$ cat config.mk
export PLATFORM = sky130hd
export DESIGN_NAME = calc_accum
export DESIGN_NICKNAME = d
export VERILOG_FILES = /design/src/rtl/calc_accum.sv
export SDC_FILE = /design/constraint.sdc
export NUM_CORES = 1
export LEC_CHECK = 0
export CORE_UTILIZATION = 55
export DETAILED_ROUTE_END_ITERATION = 6
export DONT_BUFFER_PORTS = 1
export GPL_ROUTABILITY_DRIVEN = 0
export MAX_ROUTING_LAYER = met4
export PLACE_DENSITY = 0.79
export SLEW_MARGIN = 20
export SYNTH_ARGS = -nofsm -noshare
export SYNTH_HDL_FRONTEND = slang
export SYNTH_HIERARCHICAL = 1
export SYNTH_SLANG_ARGS = --single-unit
$ cat constraint.sdc
create_clock -name clk -period 7.8 [get_ports clk]
set_clock_uncertainty 0.1 [all_clocks]
set_input_delay 0.78 -clock clk [delete_from_list [all_inputs] [get_ports clk]]
set_output_delay 0.78 -clock clk [all_outputs]
set_load 0.1 [all_outputs]
$ cat src/rtl/calc_accum.sv
// calc_accum: sequential accumulator stage around a combinational W-bit calculator.
// One command at a time enters over a valid/ready handshake. It executes with the
// accumulator as operand A and the command data as operand B. The result is held
// on a second valid/ready handshake until downstream accepts it.
//
// Handshake semantics (both ports): a transfer happens on a rising edge where
// valid and ready are both high. A sender keeps valid and its payload stable until
// that edge. Ready never depends on valid. in_ready is a pure decode of IDLE.
// out_valid is a register that stays high, with its payload frozen, until the
// transfer.

// Combinational calculator: two's complement with wrap and a signed-overflow flag.
module comb_calc #(
    parameter int W = 16
) (
    input  logic [W-1:0] a_i,
    input  logic [W-1:0] b_i,
    input  logic [2:0]   op_i,
    output logic [W-1:0] r_o,
    output logic         ovf_o
);
    localparam logic [W-1:0] MIN_VAL = {1'b1, {(W-1){1'b0}}};

    logic [W-1:0] sum_w;
    logic [W-1:0] a_minus_b_w;
    logic [W-1:0] b_minus_a_w;

    assign sum_w       = a_i + b_i;
    assign a_minus_b_w = a_i - b_i;
    assign b_minus_a_w = b_i - a_i;

    // Select the result and overflow for the opcode. Abs of MIN wraps to MIN and flags overflow.
    always_comb begin
        r_o   = '0;
        ovf_o = 1'b0;
        case (op_i)
            3'b000, 3'b100: begin
                r_o   = sum_w;
                ovf_o = (a_i[W-1] == b_i[W-1]) && (sum_w[W-1] != a_i[W-1]);
            end
            3'b001: begin
                r_o   = a_minus_b_w;
                ovf_o = (a_i[W-1] != b_i[W-1]) && (a_minus_b_w[W-1] != a_i[W-1]);
            end
            3'b101: begin
                r_o   = b_minus_a_w;
                ovf_o = (b_i[W-1] != a_i[W-1]) && (b_minus_a_w[W-1] != b_i[W-1]);
            end
            3'b010, 3'b011: begin
                r_o   = b_i[W-1] ? (~b_i + 1'b1) : b_i;
                ovf_o = (b_i == MIN_VAL);
            end
            3'b110, 3'b111: begin
                r_o   = a_i[W-1] ? (~a_i + 1'b1) : a_i;
                ovf_o = (a_i == MIN_VAL);
            end
            default: begin
                r_o   = '0;
                ovf_o = 1'b0;
            end
        endcase
    end
endmodule

module calc_accum #(
    parameter int W = 16
) (
    input  logic         clk,
    input  logic         rst_n,
    input  logic         in_valid,
    output logic         in_ready,
    input  logic         in_clr,
    input  logic [2:0]   in_op,
    input  logic [W-1:0] in_data,
    output logic         out_valid,
    input  logic         out_ready,
    output logic [W-1:0] out_acc,
    output logic         out_ovf,
    output logic         sticky_ovf,
    output logic [7:0]   out_cnt,
    output logic [1:0]   dbg_state,
    output logic [W-1:0] dbg_acc
);
    typedef enum logic [1:0] {
        ST_IDLE = 2'd0,
        ST_EXEC = 2'd1,
        ST_HOLD = 2'd2
    } state_t;

    state_t       state_q;
    logic [W-1:0] acc_q;
    logic [2:0]   op_q;
    logic         clr_q;
    logic [W-1:0] opnd_q;
    logic [W-1:0] out_acc_q;
    logic         out_ovf_q;
    logic         sticky_ovf_q;
    logic [7:0]   out_cnt_q;
    logic         out_valid_q;

    logic [W-1:0] calc_r_d;
    logic         calc_ovf_d;

    // The calculator always sees the latched command; its result is used only in EXEC.
    comb_calc #(.W(W)) u_calc (
        .a_i   (acc_q),
        .b_i   (opnd_q),
        .op_i  (op_q),
        .r_o   (calc_r_d),
        .ovf_o (calc_ovf_d)
    );

    // Command FSM. It latches in IDLE, writes back in EXEC, and holds the result until accepted.
    always_ff @(posedge clk) begin
        if (!rst_n) begin
            state_q      <= ST_IDLE;
            acc_q        <= '0;
            op_q         <= '0;
            clr_q        <= 1'b0;
            opnd_q       <= '0;
            out_acc_q    <= '0;
            out_ovf_q    <= 1'b0;
            sticky_ovf_q <= 1'b0;
            out_cnt_q    <= '0;
            out_valid_q  <= 1'b0;
        end else begin
            case (state_q)
                ST_IDLE: begin
                    if (in_valid) begin
                        op_q    <= in_op;
                        clr_q   <= in_clr;
                        opnd_q  <= in_data;
                        state_q <= ST_EXEC;
                    end
                end
                ST_EXEC: begin
                    if (clr_q) begin
                        // A load restarts the overflow history and the operation count.
                        acc_q        <= opnd_q;
                        out_acc_q    <= opnd_q;
                        out_ovf_q    <= 1'b0;
                        sticky_ovf_q <= 1'b0;
                        out_cnt_q    <= '0;
                    end else begin
                        // Wrapped result is kept even on overflow; the counter wraps naturally.
                        acc_q        <= calc_r_d;
                        out_acc_q    <= calc_r_d;
                        out_ovf_q    <= calc_ovf_d;
                        sticky_ovf_q <= sticky_ovf_q | calc_ovf_d;
                        out_cnt_q    <= out_cnt_q + 8'd1;
                    end
                    out_valid_q <= 1'b1;
                    state_q     <= ST_HOLD;
                end
                ST_HOLD: begin
                    if (out_ready) begin
                        out_valid_q <= 1'b0;
                        state_q     <= ST_IDLE;
                    end
                end
                default: begin
                    out_valid_q <= 1'b0;
                    state_q     <= ST_IDLE;
                end
            endcase
        end
    end

    assign in_ready   = (state_q == ST_IDLE);
    assign out_valid  = out_valid_q;
    assign out_acc    = out_acc_q;
    assign out_ovf    = out_ovf_q;
    assign sticky_ovf = sticky_ovf_q;
    assign out_cnt    = out_cnt_q;
    assign dbg_state  = state_q;
    assign dbg_acc    = acc_q;
endmodule

Word level (Yosys, flattened, before mapping)
Cells that the tools add are included.

Register bits: 49. Latch bits: 0. Bits in writable memories: 0. Bits in read-only memories: 0. Bits of input ports: 24. Logic and storage cells: 65. Memories kept: 0.

Add/subtract/negate cells: 6. Multiply operators: 0. Div/mod/pow operators: 0. Order comparisons: 0. Eq/ne operators: 20. Shift operators: 0. Muxes and demuxes: 13. Bitwise logic cells: 4. Reduce and logical (&&, ||, !) cells: 12.

Operators by type and width (count): one-hot mux 16 bit (5 select lines) (1); 2-to-1 mux 16 bit (3); adder 16 x 1 -> 16 bit, second input constant (2); equality test 16 bit, second input constant (2); inverter 16 bit (2); subtractor 16 bit (2); adder 16 bit (1); equality test 3 bit, second input constant (4); adder 8 x 1 -> 8 bit, second input constant (1); 2-to-1 mux 8 bit (1); AND reduction 2 bit (4); equality test 3 x 2 -> 1 bit, second input constant (2); one-hot mux 2 bit (3 select lines) (1); OR reduction 2 bit (3); != test 1 bit (5); one-hot mux 1 bit (5 select lines) (1); 2-to-1 mux 2 bit (2); != test 2 bit, second input constant (2); equality test 3 x 1 -> 1 bit, second input constant (1); logical AND 1 bit (3); logical NOT 3 bit (1); 2-to-1 mux 1 bit (3); != test 3 bit, second input constant (1); one-hot mux 1 bit (3 select lines) (1); 6 further kinds (6).

Depth between registers and ports, before layout
Word-level depth: 6. Mapped depth: 14.

Cells and area by module
The synthesis kept the hierarchy.

By module, submodules not included: comb_calc (times used 1, cells each 518, area an instance 3458.3 um^2); calc_accum (times used 1, cells each 239, area an instance 2189.6 um^2).

Worst setup path before layout
No wires, ideal clock.

Path type: reg2reg. Start: register out_acc[1] (netlist name). End: register out_acc_q[15] (netlist: out_acc[15]). Setup time: 0.061 ns. Arrival time: 3.544 ns. Setup slack: 4.095 ns. Cell stages (with the launch flop): 13. Path buffers: 0. Cell sequence: dfxtp_1 -> inv_1 -> ha_1 -> nand2b_1 -> a221oi_1 -> o211a_1 -> nor4_1 -> o21a_1 -> or4_1 -> nand3_1 -> mux2i_1 -> nand2_1 -> o211a_1.

RTL lines: to (signal assigned) (line 140) `out_acc_q <= opnd_q;`; to (signal assigned) (line 147) `out_acc_q <= calc_r_d;`; to (decl) (line 95) `logic [W-1:0] out_acc_q;`.

==> results.yml <==
worst_setup_path:
  reg2reg_slack_ns: 3.52
  cp_num_cells: 12
  worst_setup_startpoint: "out_acc[2]$_SDFFE_PN0P_"
  critPathCapture: "out_acc[14]$_SDFFE_PN0P_"
  timing.critical_path.cells: "inv_1, ha_1, nor2_1, o311a_1, o41a_1, a2111oi_4, nand2b_1, a2111o_1, nand4_1, mux2i_1, nand2_1, o211a_1"
  critPathLaunchType: "flop"
  rr_startpoint: "out_acc[2]$_SDFFE_PN0P_"
  critPathBufInv: 1
  critPathRequiredTime_ns: 7.96
  worstPathArrival_ns: 4.45
  critical_path_peak_fanout: 12
  crit_type: "flop to flop"
  type_of_destination_of_the_critical_path: "flop"
  r2r-end: "out_acc[14]$_SDFFE_PN0P_"
  rr_worst_depth: 12
  crit_path_top_delay_cell: "sky130_fd_sc_hd__dfxtp_2"
  critical_path.max_stage_delay_ns: 1.09
  crit_family: "compound AO/OA/AOI/OAI gates"
synth:
  ys_seq_elements: 49
  synth_fp_nets: 832
  warnings_synthesis: 6
  async_flop_share_pct: 0
  synth.cells.most_frequent: "102 x sky130_fd_sc_hd__nand2_1, 49 x sky130_fd_sc_hd__dfxtp_1, 48 x sky130_fd_sc_hd__ha_1, 48 x sky130_fd_sc_hd__inv_1, 46 x sky130_fd_sc_hd__nor2_1"
  syn-instance-count: 757
  netlist-cell-type-count: 83
  synth_seq_area_share_pct: 17.4
  synth_area_leader_cell: "sky130_fd_sc_hd__dfxtp_1"
  yosysTopAreaCellShare_pct: 17.4
  syn-cell-area_um2: 5650
  post_synth_main_area_contributors: "sky130_fd_sc_hd__dfxtp_1 17%, sky130_fd_sc_hd__ha_1 11%, sky130_fd_sc_hd__nand2_1 6.8%, sky130_fd_sc_hd__xnor2_1 5.0%, sky130_fd_sc_hd__mux2i_1 3.9%"
  synthMostInstantiatedCell: "sky130_fd_sc_hd__nand2_1"
  synth_edf_count: 0
  synthesis.area_per_instance_um2: 7.46
  ys_dominant_reg_cell: "sky130_fd_sc_hd__dfxtp_1"
die:
  die_footprint_um2: 10700
  placeableCoreArea_um2: 9860
  die_w_um: 103
  die_h_um: 103
  rows: 36
  pin_count: 70
  initial_utilization_pct: 57.3
global_routing:
  initial_antenna_violation_count: 0
  grt_max_degree: 47
  first_global_vias: 5108
  grt_overflow: 0
  grt_first_pass_wirelength_um: 26100
  grt.total_usage_pct: 32.5
clock_network:
  cts_num_sinks: 49
  cts_root_buffer: "sky130_fd_sc_hd__clkbuf_8"
  cts_hold_buffers: 0
  cts.clk_slew.worst_paths_ns: 0.10
  ctsLongestPathBuffers: 2
  tritoncts.num_buffers: 5
  cts_resized: 0
  cts_tree: "yes"
  clock_latency_ns: 0.32
  postCtsSetupRepairBufs: 0
  cts_htree_levels: 2
run_status:
  status: "finished, final reports clean"
detailed_routing:
  detail_route.iter0.violations: 721
  route.antenna.remaining_nets: 0
  drcViolationCount: 0
  drt_first_pass_iters: 5
  wirelength_um: 16600
  vias: 5726
  detail_route.wl_per_cell_um: 19.6
  viasPerCell: 6.76
power:
  design_power_total_w: 0.000973
  p_per_area_nw_per_um2: 171
  worst_ir_drop_vdd_mv: 0.218
  total_leakage_power_nw: 2.35
timing:
  max-slew-margin-rel_pct: 24.3
  layout_setup_ws_ns: 3.52
  post_layout_min_period_ns: 4.28
  worst_slew_pin_slew_ns: 1.14
  grt_setup_unrepaired: "no"
  slew_violations: 0
  fin_setup_tns_ns: 0
  finalSetupViolations: 0
  achievable-frequency_mhz: 233
  final_min_period_over_clock_period_pct: 54.9
  report.final.hold_viol_count: 0
place:
  dp_hpwl_um: 12200
  place_ws_ns: 3.59
  port-buffer-count: 0
layout:
  filler_cell_count: 867
  drive_above_1_share_pct: 7.84
  layout.nets: 788
  synthesis_to_layout_area_growth_pct: 0.864
  num_antenna_cells: 0
worst_hold_path:
  worst_hold_path_type: "flop to flop"
  hold_depth: 2
run:
  drv_cap: 0
metrics by stage:
step | hold WS [ns] | instances | instance area (µm²) | utilization [%]
finish | 0.463 | 847 | 5700 | 57.7
global route | 0.469 | 847 | 5700 | 57.7
CTS | 0.468 | 847 | 5690 | 57.7
detailed placement | 0.457 | 839 | 5590 | 56.7
global placement | 0.437 | 839 | 5590 | 56.7
floorplan | 0.355 | 757 | 5650 | -
worst min-delay path by stage:
stage	to	slack, ns	from
floorplan	op_q[0]$_SDFFE_PN0P_	0.35	op_q[0]$_SDFFE_PN0P_
global placement	opnd_q[14]$_SDFFE_PN0P_	0.44	opnd_q[14]$_SDFFE_PN0P_
detailed placement	opnd_q[0]$_SDFFE_PN0P_	0.46	opnd_q[0]$_SDFFE_PN0P_
CTS	out_acc[12]$_SDFFE_PN0P_	0.47	rst_n
global route	out_acc[1]$_SDFFE_PN0P_	0.47	rst_n
finish	opnd_q[0]$_SDFFE_PN0P_	0.46	opnd_q[0]$_SDFFE_PN0P_
routing by layer:
layer  GRT usage [%]  routed length (µm)  vias up  share of wire (%)
met4            12.9                 636        0                3.8
met1            41.3                6700     2649                 40
met2            50.9                7450      399                 45
met3            6.45                1820       70                 11
met5               -                   0        -                  0
li1                -                   -     2608                  -
placed cells by master, fill, tap and decap left out, drive strengths merged, types with 7 or more instances in the layout:
master,n
a211oi,9
a21boi,21
a21oi,36
and2,7
buf,13
dfxtp,49
ha,48
inv,49
mux2i,22
nand2,102
nand2b,10
nand3,19
nand3b,9
nand4,7
nor2,46
nor2b,10
nor3,14
o211a,19
o211ai,20
o21ai,39
o31ai,14
o41ai,8
or3,11
xnor2,32
cell families after synthesis:
logic type,Yosys count,synth area share [%]
AO/OA/AOI/OAI,219,28.6
XOR/XNOR,36,5.58
adder cells (fa/ha/maj),51,11.7
buffers and inverters,114,9.37
flip-flops,49,17.4
multiplexers,23,4.10
AND/OR/NAND/NOR,265,23.3
power by group:
| group | internal, W | switching, W |
|---|---|---|
| Sequential | 0.000266 | 0.0000911 |
| Clock | 0.0000721 | 0.0000926 |
| Combinational | 0.000152 | 0.000299 |
flip-flops by register name, indices dropped and copies added, names as in the netlist:
| register | cells |
|---|---|
| opnd_q | 16 |
| out_acc | 16 |
| out_cnt | 8 |
| op_q | 3 |
| dbg_state | 2 |
| clr_q | 1 |
| out_ovf | 1 |
| out_valid | 1 |
| sticky_ovf | 1 |
worst register-to-register path, delay by kind of cell (launching register included):
family / cells / cell delay [ns]
AO/OA/AOI/OAI: 5 / 1.73
adder cells (fa/ha/maj): 1 / 0.58
buffers and inverters: 1 / 0.24
flip-flops: 1 / 1.09
multiplexers: 1 / 0.08
AND/OR/NAND/NOR: 4 / 0.44
cell type report:
| type | instances | area, µm² | share of cell area [%] |
|---|---|---|---|
| Clock buffer | 6 | 82.6 | 1.45 |
| Tap cell | 133 | 166 | 2.92 |
| Clock inverter | 2 | 13.8 | 0.242 |
| Multi-Input combinational cell | 594 | 4150 | 72.8 |
| Inverter | 50 | 188 | 3.29 |
| Timing Repair Buffer | 13 | 97.6 | 1.71 |
| Sequential cell | 49 | 1000 | 17.6 |
(Power assumes the default switching activity.)
==> RTL change: new RTL, config.mk and constraints unchanged <==
`W` is set to 16 in 2 places; all go to 20.
--- a/src/rtl/calc_accum.sv
+++ b/src/rtl/calc_accum.sv
@@ -11,7 +11,7 @@
 
 // Combinational calculator: two's complement with wrap and a signed-overflow flag.
 module comb_calc #(
-    parameter int W = 16
+    parameter int W = 20
 ) (
     input  logic [W-1:0] a_i,
     input  logic [W-1:0] b_i,
@@ -63,7 +63,7 @@
 endmodule
 
 module calc_accum #(
-    parameter int W = 16
+    parameter int W = 20
 ) (
     input  logic         clk,
     input  logic         rst_n,
Interface: changed (resized dbg_acc, in_data and out_acc); port bits go from 70 to 82. The function was not compared with the original's and may differ.
==> RTL change against the unedited design <==
- non-clock buffer count up 7
- sequential cell count up 8
- routed wire length up 32%
- worst setup slack worse by 0.42 ns
- first-iteration DRC count up 35%
- sequential share of layout area down 1.5 points
- via count up 26%
- synthesized cell count up 24%
- final area up 28%
- total power up 51%
- count of clock-buffer cells in the layout up 6
- maximum frequency down 8.8%
- area after synthesis up 24%
- largest power group unchanged
==> RTL change: results (changes against the unedited design) <==
| Metric | Value |
|---|---|
| Clock transition at path regs | `0.06 ns (was 0.10 ns)` |
| Drt wl/cell | `20.59 um (was 19.61 um)` |
| Clock Buffer Count | `12 (was 6)` |
| GR Layer Usage met2 | `48.47% (was 50.87%)` |
| Met3 Usage GRT | `7.960% (was 6.452%)` |
| Area of the multi-input gates | `0.005204 mm2 (was 0.004146 mm2)` |
| Clock Latency Late Sink | `0.34 ns (was 0.32 ns)` |
| Cell Area, Placed | `0.006964 mm2 (was 0.005593 mm2)` |
| Drt pass-1 iters | `6 (was 5)` |
| Pre-CTS WS | `3.193 ns (was 3.590 ns)` |
| Multi-input gates | `741 (was 594)` |
| Status | `completed (unchanged)` |
| Syn Area/Cell | `7.450 um2 (was 7.461 um2)` |
| Global-route wire length before repair | `34110 um (was 26060 um)` |
| Met1 usage | `45.10% (was 41.26%)` |
| Hold crit path type | `in2reg (was reg2reg)` |
| Total CTS buffers | `9 (was 5)` |
| Layout cells sized above 1 | `9.487% (was 7.843%)` |
| CP max FO | `9 (was 12)` |
| Tot GR Track Use | `34.10% (was 32.54%)` |
| Sequential element share of the synthesized area | `16.29% (was 17.37%)` |
| Htree depth | `3 (was 2)` |
| Met1 wire length | `9030 um (was 6704 um)` |
| Final #Nets | `982 (was 788)` |
| Worst reg2reg path depth | `13 (was 12)` |
| Clock buffers and inverters, area share | `4.233% (was 1.691%)` |
| Wire length on met2 | `9053 um (was 7447 um)` |
| Synth unique cells | `82 (was 83)` |
| Crit path DAT | `4.83 ns (was 4.45 ns)` |
| DR WL met3 | `2909 um (was 1818 um)` |
| Seq pwr share | `26.9% (was 36.7%)` |
| Slew @ Worst Pin | `1.164 ns (was 1.136 ns)` |
| LEAKAGE | `0.003034 uW (was 0.002352 uW)` |
| VDD IR-drop max | `0.1624 mV (was 0.2181 mV)` |
| Combinational share of power | `44.8% (was 46.3%)` |
| Buffering overhead | `2.065% (was 1.713%)` |
| Layout fillers | `1104 (was 867)` |
| Commonest cells in the netlist | `122 x nand2_1, 71 x a21oi_1, 62 x inv_1, 60 x ha_1, 57 x dfxtp_1 (was 102 x nand2_1, 49 x dfxtp_1, 48 x ha_1, 48 x inv_1, 46 x nor2_1)` |
| Vias | `7230 (was 5726)` |
| Sequential Area | `0.001167 mm2 (was 0.001002 mm2)` |
| Final WL | `21910 um (was 16610 um)` |
| Syn Nets | `1031 (was 832)` |
==> RTL change: cell types whose count changed in the layout (fill, tap and decap cells not counted), sizes merged, moves of 9 or more <==
cell,change
a21o,+9
a21oi,+36
xnor2,+11
inv,+13
ha,+12
nand2,+20
nor4,+9
==> RTL change: final timing paths <==
kind,from,to,slack (ns)
min reg2reg,opnd_q[9],opnd_q[9],0.49
max,out_acc[1],out_acc[19],3.10
min,rst_n,out_acc[9],0.46
max reg2reg,out_acc[1],out_acc[19],3.10
==> RTL change: logic make-up (layout without fill, tap and decap cells) <==
family / after synthesis / in the layout / share of synthesized area, %
mux: 27 / 27 / 3.859
buf+inv: 142 / 98 / 9.434
fa+ha+maj: 63 / 63 / 11.58
simple gates: 290 / 290 / 20.23
flops: 57 / 57 / 16.29
xor+xnor: 46 / 46 / 5.753
compound gates: 315 / 315 / 32.86
